**src/rtl/mem_port_arbiter.sv**
```systemverilog
// Two-master (instruction m0, data m1) arbiter in front of the single-port RAM.
// Round-robin on contention; read data captured in the grant cycle and returned next cycle.
module mem_port_arbiter #(
  parameter int unsigned ADDR_SHIFT = 2,
  parameter bit          RESET_PRIO = 1'b0
) (
  input  logic        clk,
  input  logic        rst_n,

  input  logic        m0_req_i,
  output logic        m0_gnt_o,
  output logic        m0_rvalid_o,
  input  logic [31:0] m0_addr_i,
  input  logic        m0_we_i,
  input  logic [31:0] m0_wdata_i,
  output logic [31:0] m0_rdata_o,

  input  logic        m1_req_i,
  output logic        m1_gnt_o,
  output logic        m1_rvalid_o,
  input  logic [31:0] m1_addr_i,
  input  logic        m1_we_i,
  input  logic [31:0] m1_wdata_i,
  output logic [31:0] m1_rdata_o,

  output logic        port_req_o,
  input  logic        port_gnt_i,
  input  logic        port_rvalid_i,
  output logic [31:0] port_addr_o,
  output logic        port_we_o,
  output logic [31:0] port_wdata_o,
  input  logic [31:0] port_rdata_i,

  output logic        err_o
);

  logic        sel;
  logic        accept;
  logic [31:0] sel_addr;
  logic        sel_we;
  logic [31:0] sel_wdata;

  logic        prio_q, prio_d;
  logic        pend_valid_q, pend_valid_d;
  logic        pend_id_q, pend_id_d;
  logic [31:0] rdata_q, rdata_d;
  logic [31:0] m0_rdata_q, m0_rdata_d;
  logic [31:0] m1_rdata_q, m1_rdata_d;
  logic        err_q, err_d;

  // Priority only breaks ties; a lone requester always wins.
  always_comb begin
    if (m0_req_i && m1_req_i) begin
      sel = prio_q;
    end else begin
      sel = m1_req_i;
    end
  end

  always_comb begin
    sel_addr  = sel ? m1_addr_i  : m0_addr_i;
    sel_we    = sel ? m1_we_i    : m0_we_i;
    sel_wdata = sel ? m1_wdata_i : m0_wdata_i;
  end

  assign port_req_o   = m0_req_i | m1_req_i;
  assign port_addr_o  = sel_addr >> ADDR_SHIFT;
  assign port_we_o    = port_req_o & sel_we;
  assign port_wdata_o = sel_wdata;

  assign accept   = port_req_o & port_gnt_i;
  assign m0_gnt_o = accept & ~sel;
  assign m1_gnt_o = accept &  sel;

  always_comb begin
    prio_d       = prio_q;
    pend_valid_d = 1'b0;
    pend_id_d    = pend_id_q;
    rdata_d      = rdata_q;
    if (accept) begin
      prio_d       = ~sel;
      pend_valid_d = 1'b1;
      pend_id_d    = sel;
      rdata_d      = port_rdata_i;
    end
  end

  // Each master's rdata follows rdata_q while it owns the response slot, then holds.
  always_comb begin
    m0_rdata_d = m0_rdata_q;
    m1_rdata_d = m1_rdata_q;
    if (!pend_id_q) begin
      m0_rdata_d = rdata_q;
    end else begin
      m1_rdata_d = rdata_q;
    end
  end

  assign m0_rdata_o = pend_id_q ? m0_rdata_q : rdata_q;
  assign m1_rdata_o = pend_id_q ? rdata_q    : m1_rdata_q;

  assign m0_rvalid_o = port_rvalid_i & pend_valid_q & ~pend_id_q;
  assign m1_rvalid_o = port_rvalid_i & pend_valid_q &  pend_id_q;

  // Any disagreement between expected and actual response is a protocol error.
  assign err_d = err_q | (port_rvalid_i ^ pend_valid_q);
  assign err_o = err_q;

  always_ff @(posedge clk or negedge rst_n) begin
    if (!rst_n) begin
      prio_q       <= RESET_PRIO;
      pend_valid_q <= 1'b0;
      pend_id_q    <= 1'b0;
      rdata_q      <= '0;
      m0_rdata_q   <= '0;
      m1_rdata_q   <= '0;
      err_q        <= 1'b0;
    end else begin
      prio_q       <= prio_d;
      pend_valid_q <= pend_valid_d;
      pend_id_q    <= pend_id_d;
      rdata_q      <= rdata_d;
      m0_rdata_q   <= m0_rdata_d;
      m1_rdata_q   <= m1_rdata_d;
      err_q        <= err_d;
    end
  end

endmodule

```
**config.mk**
```make
export PLATFORM = sky130hd
export DESIGN_NAME = mem_port_arbiter
export DESIGN_NICKNAME = d
export VERILOG_FILES = /design/src/rtl/mem_port_arbiter.sv
export SDC_FILE = /design/constraint.sdc
export NUM_CORES = 1
export LEC_CHECK = 0
export CORE_AREA = 2 2 118 120
export DETAILED_ROUTE_END_ITERATION = 10
export DIE_AREA = 0 0 120 122
export DONT_BUFFER_PORTS = 1
export PLACE_DENSITY_LB_ADDON = 0.1
export RECOVER_POWER = 25
export SLEW_MARGIN = 10
export SYNTH_ARGS = -nofsm -noshare
export SYNTH_HDL_FRONTEND = slang
export SYNTH_SLANG_ARGS = --single-unit
```
**constraint.sdc**
```tcl
create_clock -name clk -period 1.4 [get_ports clk]
set_input_delay 0.14 -clock clk [delete_from_list [all_inputs] [get_ports clk]]
set_output_delay 0.14 -clock clk [all_outputs]
set_load 0.05 [all_outputs]
```
After elaboration in Yosys (flattened, before gate mapping)
Cells that the tools add are included.
{"block": "op_classes", "mux": 7, "n_bitwise": 12, "reduce_logical": 1}
{"op": "$mux W32", "n": 4}
{"op": "$and A1 B1 Y1", "n": 7}
{"op": "$mux W1", "n": 3}
{"op": "$not A1 Y1", "n": 2}
{"op": "$or A1 B1 Y1", "n": 2}
{"op": "$logic_and A1 B1 Y1", "n": 1}
{"op": "$xor A1 B1 Y1", "n": 1}
{"block": "totals", "ff_bits": 100, "in_bits": 168, "out_inout_bits": 135}

Logic depth before layout (Yosys ltp)
Gate-level depths: netlist (run 1).
{"block": "depth", "depth_word": 4, "ltp_mapped": 4, "mapped_depth_nobuf": 3}

Worst setup path after synthesis (run 1)
No wires, ideal clock.
{"block": "synth_timing", "path_type": "reg2out", "start": "reg prio_q", "end": "out port_we_o", "arrival_ns": 1.635, "required_ns": 1.260, "slack_ns": -0.375, "stages_incl_launch_ff": 3, "path_buffers": 0, "path_cell_list": "dfrtp_1 > and2_1 > o21ai_0"}
{"block": "synth_via", "elab_chain_len": 3}
{"item": "start, declared", "line_no": "43", "source": "logic prio_q, prio_d;"}
{"item": "start signal, assigned", "line_no": "119", "source": "prio_q <= prio_d;"}
{"item": "$mux W1", "line_no": "53", "source": "if (m0_req_i && m1_req_i) begin"}
{"item": "$mux W1", "line_no": "62", "source": "sel_we = sel ? m1_we_i : m0_we_i;"}
{"item": "$and A1 B1 Y1", "line_no": "68", "source": "assign port_we_o = port_req_o & sel_we;"}
{"item": "end, declared", "line_no": "30", "source": "output logic port_we_o,"}
Every way passes these cells.

Worst setup path after layout (run 1)
{"block": "layout_timing", "start": "reg prio_q", "end": "out port_wdata_o[21]"}
{"block": "layout_via", "elab_chain_len": 2}
{"item": "$mux W1", "line_no": "53"}
{"item": "$mux W32", "line_no": "63", "source": "sel_wdata = sel ? m1_wdata_i : m0_wdata_i;"}
{"item": "end, declared", "line_no": "31", "source": "output logic [31:0] port_wdata_o,"}
Every way passes these cells.

==> results of run 1 <==
## timing repair
action / 4_1_cts / 5_1_grt
endpoints found under the hold margin: 134 / 100
pin swaps: 3 / 0
cloned: 12 / 2
gates resized for setup: 147 / 4
buffers inserted: 14 / 2
setup endpoints to repair: 131 / 195
## sequential cells by signal (all words and copies together) (netlist names)
register	count
pend_id_q	1
m1_rdata_q	32
prio_q	1
err_o	1
m0_rdata_q	32
rdata_q	32
pend_valid_q	1
## final cells by class
| cell class | instances | area share (%) |
|---|---|---|
| Inverter | 1 | 0.0568 |
| Tap cell | 180 | 3.41 |
| Clock buffer | 10 | 3.62 |
| Sequential cell | 100 | 37.9 |
| Clock inverter | 6 | 0.701 |
| Multi-Input combinational cell | 178 | 36.8 |
| Timing Repair Buffer | 79 | 17.5 |
## cells by family after synthesis
group	count (synthesis)
AOI/OAI and AO/OA	4
adders and majority gates	1
buffers and inverters	19
DFF	100
muxes	158
other	1
and+or+nand+nor	13
## synthesized netlist by cell type
library cell / number / area share [%]
mux2_2: 158 / 39
dfrtp_1: 100 / 55
buf_6: 9 / 2.2
buf_2: 7 / 0.77
a21oi_1: 2 / 0.22
and2_1: 2 / 0.27
buf_4: 2 / 0.33
nand2_1: 2 / 0.16
a21o_1: 1 / 0.16
and3_1: 1 / 0.14
conb_1: 1 / 0.082
ha_1: 1 / 0.27
inv_1: 1 / 0.082
nand2_2: 1 / 0.14
nand2_4: 1 / 0.25
nand2b_2: 1 / 0.19
nand3_1: 1 / 0.11
nor2_1: 1 / 0.082
nor2b_1: 1 / 0.14
o21ai_0: 1 / 0.11
or2_2: 1 / 0.14
or2_4: 1 / 0.19
## worst max-delay path: cells and delay by family, from the launching register on
family,cells,cell delay (ns)
buffers and inverters,3,0.39
multiplexers,1,0.38
flip-flops,1,0.37
AND/OR/NAND/NOR,2,0.24
## layer usage
metal	GRT usage [%]	part of all wire (%)
met5	0	0.15
met4	5.29	1.1
met3	9.78	11
met2	28.4	47
met1	24.6	41
## through the flow
step / hold WS, ns / total power, mW / util [%] / area (sq um) / TNS, ns
2_1_floorplan: -0.156 / 7.83 / - / 4630 / -3.05
3_3_place_gp: -0.153 / 8.32 / 36.7 / 4950 / -5.99
3_5_place_dp: -0.153 / 8.36 / 36.7 / 4950 / -7.46
4_1_cts: -0.540 / 12.0 / 49.2 / 6650 / -58.58
5_1_grt: -0.543 / 12.3 / 48.9 / 6610 / -54.82
6_report: -0.523 / 11.8 / 48.9 / 6610 / -49.86
## worst paths after layout
check	depth (start not counted)	endpoint	from	slack, ns
worst min-delay path	0	m0_rdata_q[4]	rst_n	-0.52
max in group asynchronous	0	pend_id_q	rst_n	1.76
worst min register to register	1	err_o	err_o	0.48
min in group clk	2	err_o	port_rvalid_i	0.02
worst max register to register	4	m1_rdata_q[24]	pend_id_q	-0.08
worst max-delay path	6	port_wdata_o[21]	prio_q	-0.47
## where the power goes
group | leakage (nW) | switching, mW | internal [mW]
sequential | 1.17 | 0.255 | 3.55
combinational | 1.81 | 3.70 | 1.93
clock | 0.141 | 1.13 | 1.27
==> metrics.txt, run 1 <==
Period Utilization, post-route=134%; Critical Path Most Common Cell=buf_12; grt ovf=0; post-synthesis xor/xnor area fraction=0%; WP data arrival=1.73 ns; Hold Violations, Final=100; FF/Latch Area=2510 sq um; gr usage total=19.2%; Die Y-Extent=122 um; DPL Wire Length=9.68 mm; CP required=1.26 ns; worst vdd ir=1.01 mV; initial antenna violation count=2; post-synthesis sequential area ratio=54.9%; # rows=43; status=complete, but fails checks; mux cell area share after synthesis=39.0%; failing checks=negative hold slack, negative setup slack; Setup-failing EPs final=154; commonest non-fill, non-tap cells in the layout=mux2_4 (126), dfrtp_1 (99), dlygate4sd3_1 (34); drt pass-1 iters=4; hold_ws=-0.523 ns; Die Wd=120 um; Finished Layout Cells=554; Skew-Pair Late Insertion Delay=0.35 ns; core area=13,500 sq um; RSZ-0062 raised after global routing=yes; Routed WL=14.4 mm; P_leak=3.12 nW; dpl ws=-0.159 ns; number of global-route vias before repair=3,060; ratio of cells with drive above 1 in the final layout=62.0%; fin crit period=1.87 ns; crit-path max FO=5; Inst Count DP=479; Pwr per Cell Area=1790 nW/um^2; Via density=5.12; Syn Std Cell Area=4560 sq um; final setup margin=-0.470 ns; critical-path cell list=nand2b_4 -> nand2_8 -> buf_12 -> buf_12 -> buf_16 -> mux2_4; post-route ant nets=0; Inserted Clock Buffers=9; Diodes inserted=0; max_cap viols=0; Hold Crit Class=in2async; fmax=0.535 GHz; post-synthesis simple-gate area fraction=1.81%; root buf cell=clkbuf_16; Starting Density=33.8%; Final Skew=0.00545 ns; Crit Path Class=reg2out; Nets=538; Clock Pin Slew Worst Setup and Hold Paths=0.07 ns; Synth Area in Compound Gates=0.494%; H-tree levels=3; first-pass GRT wire length=20.2 mm; largest family of logic cells by synthesized area=multiplexers; Synth Warn #=0; Max Root-Sink Buffers=2; Area Overhead vs Synth=45.0%; crit path max-delay cell type=mux2_4; I/O Buffers=0; Detailed Route Iter0 Violations=170; fill cell count=1,181; via count=2,836; Post-Synth Adder-Cell Area=0.274%; die footprint=14,600 sq um; commonest non-fill, non-tap cell in the layout=mux2_4; CTS tree=built; Synth Area per Inst=15.4 sq um; I/O pins=303; Final Wtd Congestion=0.803; largest net degree at the start of global routing=101; Yosys reg bits=100; startpoint class of the critical path=flop; CP peak stage delay=0.38 ns; Slew Limit Fails=0; multi-input logic area=2430 sq um; count of cell types in the netlist=22; gate count of the mapped netlist=296; Post-CTS Hold Buffers=34; Setup crit end kind=output port; drc violations=0; CTS sink count=100; DR WL/cell=26.1 um
(Power assumes the default switching activity.)
==> run 2: changes to the inputs <==
Settings changed: SKIP_CTS_REPAIR_TIMING from default to 1.
==> run 2 against run 1 <==
Effect of this change: the flow still finishes with violations (negative hold slack, negative setup slack); routed wire length down 3.1%; clock power hardly changed; via count decreased by 1.3%; clock skew barely moved; largest power group unchanged; critical endpoint unchanged; sequential share of layout area up 1.7 points; total power decreased by 2.2%; utilization is 2.1 points lower; cell count down 2.3%; flip-flop and latch count is the same; hold slack gained 0.0037 ns.
==> metrics.txt, run 2 (same netlist as run 1, synthesis figures left out) <==
DR WL/cell=25.9 um (-0.80%); Routed WL=14.0 mm (-3.1%); Max Root-Sink Buffers=2 (unchanged); Area Overhead vs Synth=38.8%; Crit Path Class=reg2out; Inserted Clock Buffers=9 (unchanged); critical-path cell list=nand2b_4 -> nand2_8 -> clkbuf_16 -> mux2_4; commonest non-fill, non-tap cell in the layout=mux2_4; CP delay by family, top=flip-flops; Final Wtd Congestion=0.803 (unchanged); Worst path depth=4 (-2); Hold Violations, Final=101 (+1.0%); root buf cell=clkbuf_16; fin crit period=1.78 ns (-0.0871 ns); flop-to-flop setup slack=0.02 ns (+0.10 ns); I/O pins=303 (unchanged); drc violations=0 (unchanged); crit-path max FO=10 (+5); startpoint class of the critical path=flop; Hold Crit Class=in2async; Reg2Reg Capture Point=m0_rdata_q[26]; grt ovf=0 (unchanged); largest net degree at the start of global routing=101 (unchanged); Skew-Pair Late Insertion Delay=0.35 ns (about the same); WP buf/inv=1 (-2); drt pass-1 iters=4 (unchanged); post-route ant nets=0 (unchanged); Setup-failing EPs final=131 (-15%); Slew Limit Fails=0 (unchanged); Die Y-Extent=122 um (unchanged); failing checks=negative hold slack, negative setup slack; Starting Density=33.8% (unchanged); # rows=43 (unchanged); final setup margin=-0.383 ns (+0.0871 ns); CTS tree=built; Core Util, Final=46.9% (-2.1 points); Finished Layout Cells=541 (-2.3%); Period Utilization, post-route=127% (-6.2 points); worst vdd ir=1.02 mV (+0.69%); number of global-route vias before repair=2,632 (-14%); Clock Pin Slew Worst Setup and Hold Paths=0.07 ns (about the same); die footprint=14,600 sq um (unchanged); hold_ws=-0.519 ns (+0.00374 ns); RSZ-0062 raised after global routing=yes; commonest non-fill, non-tap cells in the layout=mux2_4 (126), dfrtp_1 (99), dlygate4sd3_1 (34); Die Wd=120 um (unchanged); status=complete, but fails checks; Detailed Route Iter0 Violations=150 (-12%); Via density=5.17 (+1.1%); Final Skew=0.00582 ns (+0.000369 ns); DPL Wire Length=9.68 mm (unchanged); via count=2,799 (-1.3%); r2r worst-path depth=3 (-1); Nets=525 (-2.4%); Pwr per Cell Area=1830 nW/um^2 (+2.1%); gr usage total=16.3% (-2.9 points); Diodes inserted=0 (unchanged); Worst R2R Start=pend_id_q; core area=13,500 sq um (unchanged); WP data arrival=1.64 ns (-0.09 ns); ratio of cells with drive above 1 in the final layout=60.7% (-1.4 points); initial antenna violation count=2 (unchanged); dpl ws=-0.159 ns (unchanged); P_leak=2.99 nW (-4.3%); CTS sink count=100 (unchanged); CP peak stage delay=0.39 ns (about the same); Setup crit end kind=output port; H-tree levels=3 (unchanged); Regs by FF count=m0_rdata_q (32), m1_rdata_q (32), rdata_q (32); crit path max-delay cell type=dfrtp_1; max_cap viols=0 (unchanged); fmax=0.561 GHz (+4.9%); first-pass GRT wire length=17.0 mm (-16%); CP required=1.26 ns (about the same); I/O Buffers=0 (unchanged); Tot Pwr=11.6 mW (-2.2%); Inst Count DP=479 (unchanged)
[run 2: changes by cell type in the layout (fill, tap and decap cells not counted), moves of 3 or more]
cell / before / now
buf_8: 1 / 4
buf_12: 19 / 9
buf_4: 9 / 6
clkbuf_16: 11 / 15
buf_16: 9 / 1
[run 2: how the worst max path moves through the flow]
stage	startpoint	to	slack, ns
2_1_floorplan	prio_q	port_addr_o[11]	-0.04
3_3_place_gp	prio_q	port_wdata_o[1]	-0.13
3_5_place_dp	prio_q	port_wdata_o[8]	-0.16
4_1_cts	prio_q	port_wdata_o[8]	-0.55
5_1_grt	prio_q	port_wdata_o[21]	-0.43
6_report	prio_q	port_wdata_o[21]	-0.38
[run 2: where the power goes]
| part | internal (mW) | switching (mW) |
|---|---|---|
| combinational | 1.74 | 3.64 |
| clock | 1.27 | 1.13 |
| sequential | 3.55 | 0.252 |
| total | 6.55 | 5.03 |
[run 2: layout make-up]
| cell class | instances | area [sq um] |
|---|---|---|
| Fill cell | 1200 | 7180 |
| Sequential cell | 100 | 2510 |
| Multi-Input combinational cell | 179 | 2450 |
| Timing Repair Buffer | 65 | 860 |
| Clock buffer | 10 | 239 |
| Tap cell | 180 | 225 |
| Clock inverter | 6 | 46.3 |
| Inverter | 1 | 3.75 |
[run 2: layer usage]
metal	up-vias	track usage [%]	share of wire (%)
li1	1174	-	-
met1	1441	19.7	43
met2	167	23.7	45
met3	13	10.3	11
met4	4	5.07	1.1
met5	-	0	0.17
[run 2: worst reg2reg max path, stage by stage (launching register included)]
cell       delay (ns)
dfrtp_4          0.50
buf_12           0.16
clkbuf_16        0.18
mux2_4           0.40
[run 2: per-stage QoR]
stage	instance area [sq um]	setup TNS (ns)
6_report	6330	-41.34
5_1_grt	6330	-46.82
4_1_cts	5240	-51.09
3_5_place_dp	4950	-7.46
3_3_place_gp	4950	-5.99
2_1_floorplan	4630	-3.05
